## config.mk

```make
export PLATFORM = sky130hd
export DESIGN_NAME = mmcm_lock_sequencer
export DESIGN_NICKNAME = d
export VERILOG_FILES = /design/src/rtl/aurora_clk_pkg.sv /design/src/rtl/cdc_sync_bit.sv /design/src/rtl/mmcm_lock_sequencer.sv
export SDC_FILE = /design/constraint.sdc
export NUM_CORES = 1
export LEC_CHECK = 0
export ABC_AREA = 1
export CAP_MARGIN = 20
export CORE_ASPECT_RATIO = 0.5
export CORE_MARGIN = 4
export CORE_UTILIZATION = 59
export CTS_BUF_LIST = sky130_fd_sc_hd__clkbuf_4
export DETAILED_ROUTE_END_ITERATION = 10
export GPL_TIMING_DRIVEN = 0
export PLACE_DENSITY = 0.79
export SLEW_MARGIN = 20
export SYNTH_ARGS = -nofsm -noshare
export SYNTH_HDL_FRONTEND = slang
export SYNTH_SLANG_ARGS = --single-unit
```

## constraint.sdc

```tcl
create_clock -name INIT_CLK -period 2.1 [get_ports INIT_CLK]
set_input_delay 0.63 -clock INIT_CLK [delete_from_list [all_inputs] [get_ports INIT_CLK]]
set_output_delay 0.63 -clock INIT_CLK [all_outputs]
set_load 0.02 [all_outputs]
```

## src/rtl/aurora_clk_pkg.sv

```systemverilog
// Shared clocking definitions for the Aurora wrappers: sequencer state
// encoding, a constant clog2 helper and the default MMCM bring-up timing.
package aurora_clk_pkg;

  typedef enum logic [2:0] {
    ST_HOLD   = 3'd0,
    ST_PULSE  = 3'd1,
    ST_WAIT   = 3'd2,
    ST_STABLE = 3'd3,
    ST_RUN    = 3'd4,
    ST_FLT    = 3'd5
  } seq_state_e;

  localparam int DEF_NCHAN         = 1;
  localparam int DEF_RST_CYCLES    = 16;
  localparam int DEF_LOCK_TIMEOUT  = 65535;
  localparam int DEF_STABLE_CYCLES = 1024;
  localparam int DEF_MAX_RETRIES   = 7;
  localparam int DEF_CNT_W         = 8;

  function automatic int clog2(input int value);
    int r;
    r = 0;
    while ((1 << r) < value) r = r + 1;
    return r;
  endfunction

  function automatic int max3(input int a, input int b, input int c);
    int m;
    m = (a > b) ? a : b;
    return (m > c) ? m : c;
  endfunction

endpackage

```

## src/rtl/cdc_sync_bit.sv

```systemverilog
// Two-flop synchroniser for quasi-static level signals; each bit is
// synchronised independently, so only use it for flags, never for buses.
module cdc_sync_bit #(
  parameter int WIDTH = 1
) (
  input  logic             clk_i,
  input  logic             rst_i,
  input  logic [WIDTH-1:0] d_i,
  output logic [WIDTH-1:0] q_o
);

  (* ASYNC_REG = "TRUE" *) logic [WIDTH-1:0] meta_q;
  (* ASYNC_REG = "TRUE" *) logic [WIDTH-1:0] sync_q;

  always_ff @(posedge clk_i or posedge rst_i) begin
    if (rst_i) begin
      meta_q <= '0;
      sync_q <= '0;
    end else begin
      meta_q <= d_i;
      sync_q <= meta_q;
    end
  end

  assign q_o = sync_q;

endmodule

```

## src/rtl/mmcm_lock_sequencer.sv

```systemverilog
// MMCM reset/lock sequencer: holds the MMCM in reset until every transceiver
// PLL is locked, then waits for a debounced MMCM lock with timeout and retry.
module mmcm_lock_sequencer
  import aurora_clk_pkg::*;
#(
  parameter int NCHAN         = DEF_NCHAN,
  parameter int RST_CYCLES    = DEF_RST_CYCLES,
  parameter int LOCK_TIMEOUT  = DEF_LOCK_TIMEOUT,
  parameter int STABLE_CYCLES = DEF_STABLE_CYCLES,
  parameter int MAX_RETRIES   = DEF_MAX_RETRIES,
  parameter int CNT_W         = DEF_CNT_W,
  localparam int RC_W = (clog2(MAX_RETRIES + 1) < 1) ? 1 : clog2(MAX_RETRIES + 1)
) (
  input  logic             INIT_CLK,
  input  logic             RESET,
  input  logic [NCHAN-1:0] TX_LOCKED,
  input  logic             MMCM_LOCKED,
  input  logic             RETRY_CLR,
  output logic             MMCM_RESET,
  output logic             MMCM_NOT_LOCKED,
  output logic             READY,
  output logic             FAULT,
  output logic [RC_W-1:0]  RETRY_COUNT,
  output logic [CNT_W-1:0] LOSS_COUNT,
  output logic [2:0]       STATE
);

  localparam int TMAX = max3(RST_CYCLES, LOCK_TIMEOUT, STABLE_CYCLES);
  localparam int CW   = (clog2(TMAX) < 1) ? 1 : clog2(TMAX);

  localparam logic [CW-1:0]   RST_LOAD     = CW'(RST_CYCLES - 1);
  localparam logic [CW-1:0]   TIMEOUT_LOAD = CW'(LOCK_TIMEOUT - 1);
  localparam logic [CW-1:0]   STABLE_LOAD  = CW'(STABLE_CYCLES - 1);
  localparam logic [RC_W-1:0] RETRY_LAST   = RC_W'(MAX_RETRIES);

  logic [NCHAN-1:0] tx_sync;
  logic             lock_sync;
  logic             tx_ok;

  seq_state_e       state_q, state_d;
  logic [CW-1:0]    cnt_q, cnt_d;
  logic [RC_W-1:0]  retry_q, retry_d;
  logic [CNT_W-1:0] loss_q, loss_d;
  logic             count_loss;
  logic             mmcm_reset_q, mmcm_reset_d;
  logic             ready_q, ready_d;
  logic             fault_q, fault_d;

  cdc_sync_bit #(.WIDTH(NCHAN)) u_tx_sync (
    .clk_i (INIT_CLK),
    .rst_i (RESET),
    .d_i   (TX_LOCKED),
    .q_o   (tx_sync)
  );

  cdc_sync_bit #(.WIDTH(1)) u_lock_sync (
    .clk_i (INIT_CLK),
    .rst_i (RESET),
    .d_i   (MMCM_LOCKED),
    .q_o   (lock_sync)
  );

  assign tx_ok = &tx_sync;

  always_ff @(posedge INIT_CLK or posedge RESET) begin
    if (RESET) begin
      state_q      <= ST_HOLD;
      cnt_q        <= '0;
      retry_q      <= '0;
      loss_q       <= '0;
      mmcm_reset_q <= 1'b1;
      ready_q      <= 1'b0;
      fault_q      <= 1'b0;
    end else begin
      state_q      <= state_d;
      cnt_q        <= cnt_d;
      retry_q      <= retry_d;
      loss_q       <= loss_d;
      mmcm_reset_q <= mmcm_reset_d;
      ready_q      <= ready_d;
      fault_q      <= fault_d;
    end
  end

  // Losing any transceiver PLL overrides every per-state decision except in FLT.
  always_comb begin
    state_d    = state_q;
    cnt_d      = cnt_q;
    retry_d    = retry_q;
    loss_d     = loss_q;
    count_loss = 1'b0;
    case (state_q)
      ST_HOLD: begin
        if (tx_ok) begin
          state_d = ST_PULSE;
          cnt_d   = RST_LOAD;
        end
      end
      ST_PULSE: begin
        if (!tx_ok) begin
          state_d = ST_HOLD;
        end else if (cnt_q == '0) begin
          state_d = ST_WAIT;
          cnt_d   = TIMEOUT_LOAD;
        end else begin
          cnt_d = cnt_q - CW'(1);
        end
      end
      ST_WAIT: begin
        if (!tx_ok) begin
          state_d = ST_HOLD;
        end else if (lock_sync) begin
          state_d = ST_STABLE;
          cnt_d   = STABLE_LOAD;
        end else if (cnt_q == '0) begin
          if (retry_q == RETRY_LAST) begin
            state_d = ST_FLT;
          end else begin
            state_d = ST_PULSE;
            cnt_d   = RST_LOAD;
            retry_d = retry_q + RC_W'(1);
          end
        end else begin
          cnt_d = cnt_q - CW'(1);
        end
      end
      ST_STABLE: begin
        if (!tx_ok) begin
          state_d = ST_HOLD;
        end else if (!lock_sync) begin
          state_d = ST_WAIT;
          cnt_d   = TIMEOUT_LOAD;
        end else if (cnt_q == '0) begin
          state_d = ST_RUN;
          retry_d = '0;
        end else begin
          cnt_d = cnt_q - CW'(1);
        end
      end
      ST_RUN: begin
        if (!tx_ok) begin
          state_d    = ST_HOLD;
          count_loss = 1'b1;
        end else if (!lock_sync) begin
          state_d    = ST_PULSE;
          cnt_d      = RST_LOAD;
          count_loss = 1'b1;
        end
      end
      ST_FLT: begin
        if (RETRY_CLR) begin
          state_d = ST_HOLD;
          retry_d = '0;
        end
      end
      default: state_d = ST_HOLD;
    endcase
    if (count_loss && (loss_q != '1)) loss_d = loss_q + CNT_W'(1);
  end

  // Outputs are decoded from the next state so they change on the same edge.
  always_comb begin
    mmcm_reset_d = 1'b0;
    ready_d      = 1'b0;
    fault_d      = 1'b0;
    case (state_d)
      ST_HOLD, ST_PULSE: mmcm_reset_d = 1'b1;
      ST_FLT: begin
        mmcm_reset_d = 1'b1;
        fault_d      = 1'b1;
      end
      ST_RUN:  ready_d = 1'b1;
      default: ;
    endcase
  end

  assign MMCM_RESET      = mmcm_reset_q;
  assign READY           = ready_q;
  assign MMCM_NOT_LOCKED = ~ready_q;
  assign FAULT           = fault_q;
  assign RETRY_COUNT     = retry_q;
  assign LOSS_COUNT      = loss_q;
  assign STATE           = state_q;

endmodule
```

==> results.py <==
metrics = {
    "floorplanning": {
        "die_area_um2": 5090,
        "ios": 23,
        "core-area_um2": 3620,
        "start_util_pct": 64.5,
        "rows": 15,
        "die_width_um": 97.0,
        "die_h_um": 52.5,
    },
    "cells_and_area": {
        "antenna-diode-count": 0,
        "drive_gt1_share_pct": 10.6,
        "synthToLayoutAreaGrowth_pct": 16.1,
        "fin_nets": 378,
        "final_cells": 420,
        "nFillCells": 286,
    },
    "place": {
        "dp_hpwl_um": 3920,
        "gp_congestion": 0.902,
        "place_ws_ps": 148,
        "port_buffers": 22,
        "post-place-cells": 410,
    },
    "global_route": {
        "grt_overflow_total": 0,
        "grt_pass1_vias": 2047,
        "grt_max_degree": 38,
        "grt_usage_pct": 22.6,
        "antenna_found_initial": 0,
        "grt_pass1_wl_um": 8980,
    },
    "synthesis": {
        "synth_edf_count": 0,
        "synth.most_common_cell": "nand2_1",
        "ys_types": 28,
        "syn_area_um2": 2340,
        "netlist.area_leader.share_pct": 38.5,
        "ys_ff_latch": 37,
        "synth_area_leaders": "dfrtp_1, nand2_1, nand3_1, nor2_1, inv_1",
        "synth_top_area_cell": "dfrtp_1",
        "yosysSeqAreaShare_pct": 39.7,
        "ys_async_sr_fraction_pct": 100,
        "syn_inst": 337,
        "synth_ff_type": "dfrtp_1",
        "syn_nets": 347,
        "syn_avg_cell_area_um2": 6.94,
        "synth_common_cells": "nand2_1, dfrtp_1, nor2_1, inv_1, nand3_1",
        "yosys_warnings": 0,
    },
    "routing": {
        "drtIter0Drc": 170,
        "drcViolationCount": 0,
        "detail_route.vias_per_cell": 5.34,
        "wirelength_um": 5450,
        "first_pass_iters": 6,
        "postRouteAntennaNets": 0,
        "routedWlPerCell_um": 13.0,
        "vias": 2244,
    },
    "timing": {
        "tightest_slew_ps": 762,
        "fin_crit_ps": 2010,
        "skew_ps": 15.9,
        "rsz0062_at_grt": "false",
        "fin_ws_ps": 90.9,
        "holdWs_ps": 362,
        "slew_viol_final": 0,
        "fmaxAchievable_mhz": 498,
        "finalHoldViolations": 0,
        "setup_violations": 0,
        "period_share_pct": 95.7,
        "slew_headroom_pct": 49.1,
    },
    "setup_path": {
        "start_kind": "register",
        "max_stage_delay_ps": 630,
        "slowest_stage": "clkdlybuf4s50_1",
        "crit_path_end_kind": "output pin",
        "required_ps": 1470,
        "cp_max_fo": 4,
        "critical_path_class": "register to output pin",
        "cp_top_family": "buffers and inverters",
        "path_cells": "clkdlybuf4s50_1",
        "crit_buf_inv": 1,
        "crit_arrival_ps": 1380,
    },
    "power": {
        "p_per_area_nw_per_um2": 639,
        "p_leak_nw": 1.58,
        "vdd_drop_max_mv": 0.484,
    },
    "cts": {
        "cts_sinks": 37,
        "cts_tree": "built",
        "clkTransAtPathRegs_ps": 100,
        "cts_made_buffers": 5,
        "clockBufferDepth": 2,
        "insertion_delay_ps": 360,
        "h-tree-depth": 2,
        "root_buffer": "clkbuf_4",
    },
    "outcome": {
        "outcome": "completed",
    },
    "job": {
        "cap_violations": 0,
    },
    "worst_hold_path": {
        "hp-class": "register to register",
    },
}
area by class of cell:
cell class                      count  area (um^2)  share of cell area [%]
Buffer                              3         23.8                   0.876
Clock buffer                        5         37.5                    1.38
Clock inverter                      3         17.5                   0.646
Inverter                           39          146                    5.40
Multi-Input combinational cell    259         1260                    46.5
Sequential cell                    37          927                    34.2
Tap cell                           51         63.8                    2.35
Timing Repair Buffer               23          235                    8.67
placed cells by master, fill, tap and decap left out, types with 3 or more instances in the layout:
cell type	netlist	final
nand2_1	128	129
dfrtp_1	36	36
nor2_1	36	35
inv_1	33	32
nand3_1	32	30
clkdlybuf4s50_1	0	13
xor2_1	9	9
o21ai_0	8	8
nor2_2	6	7
inv_2	6	7
xnor2_1	6	6
ha_1	5	5
clkbuf_4	0	5
dlymetal6s2s_1	0	5
dlygate4sd2_1	0	4
nand2_2	4	3
a21oi_1	3	3
nand4_1	3	3
nor3_1	3	3
o21ai_1	3	3
worst paths after layout:
path | start | to | slack, ps | cells past startpoint
worst max-delay path | LOSS_COUNT[1] | LOSS_COUNT[1] | 90 | 1
worst min-delay path | u_lock_sync.meta_q | u_lock_sync.q_o | 360 | 0
worst max register to register | cnt_q[0] | cnt_q[12] | 180 | 14
worst min register to register | u_lock_sync.meta_q | u_lock_sync.q_o | 360 | 0
max in group asynchronous | RESET | RETRY_COUNT[2] | 890 | 2
min in group asynchronous | RESET | cnt_q[0] | 720 | 2
through the flow:
| stage | area [um^2] | utilization (%) | setup TNS, ps | total power [W] |
|---|---|---|---|---|
| final | 2710 | 74.9 | 0 | 0.00173 |
| after global routing | 2710 | 74.9 | 0 | 0.00185 |
| after CTS | 2670 | 73.7 | 0 | 0.00172 |
| after detailed placement | 2620 | 72.4 | 0 | 0.00135 |
| after global placement | 2620 | 72.4 | -5840 | 0.00133 |
| after floorplan | 2340 | - | 0 | 0.00120 |
power by group:
part / switching [W] / internal [W] / leakage (nW)
Clock: 0.000252 / 0.000126 / 0.0310
Sequential: 0.0000544 / 0.000770 / 0.488
Combinational: 0.000326 / 0.000204 / 1.06
Total: 0.000632 / 0.00110 / 1.58
cell families (layout without fill, tap and decap cells):
group	count (synthesis)	count (layout)	share of synthesized area [%]
flops	37	37	39.7
buf+inv	42	73	7.28
xor+xnor	15	15	5.62
compound gates	18	18	4.39
fa+ha+maj	5	5	2.68
simple gates	220	221	40.4
timing repair:
action	4_1_cts	5_1_grt
pin swaps	0	1
setup endpoints to repair	4	23
buffers inserted	0	1
gates resized for setup	4	9
cloned	0	1
hold buffers	0	0
layer usage:
| metal | global-route usage, % | vias to the layer above | part of all wire, % |
|---|---|---|---|
| li1 | - | 1112 | - |
| met1 | 28.4 | 1042 | 45 |
| met2 | 37.9 | 78 | 45 |
| met3 | 6.37 | 12 | 7.6 |
| met4 | 8.16 | 0 | 1.9 |
| met5 | 0 | - | 0 |
sequential cells by signal (all words and copies together) (netlist names):
signal and count:
FAULT 1, READY 1, u_lock_sync.meta_q 1, MMCM_RESET 1, LOSS_COUNT 8, STATE 3
u_tx_sync.meta_q 1, cnt_q 16, u_lock_sync.q_o 1, u_tx_sync.q_o 1, RETRY_COUNT 3
No activity file was read; power rests on OpenSTA's default activity.
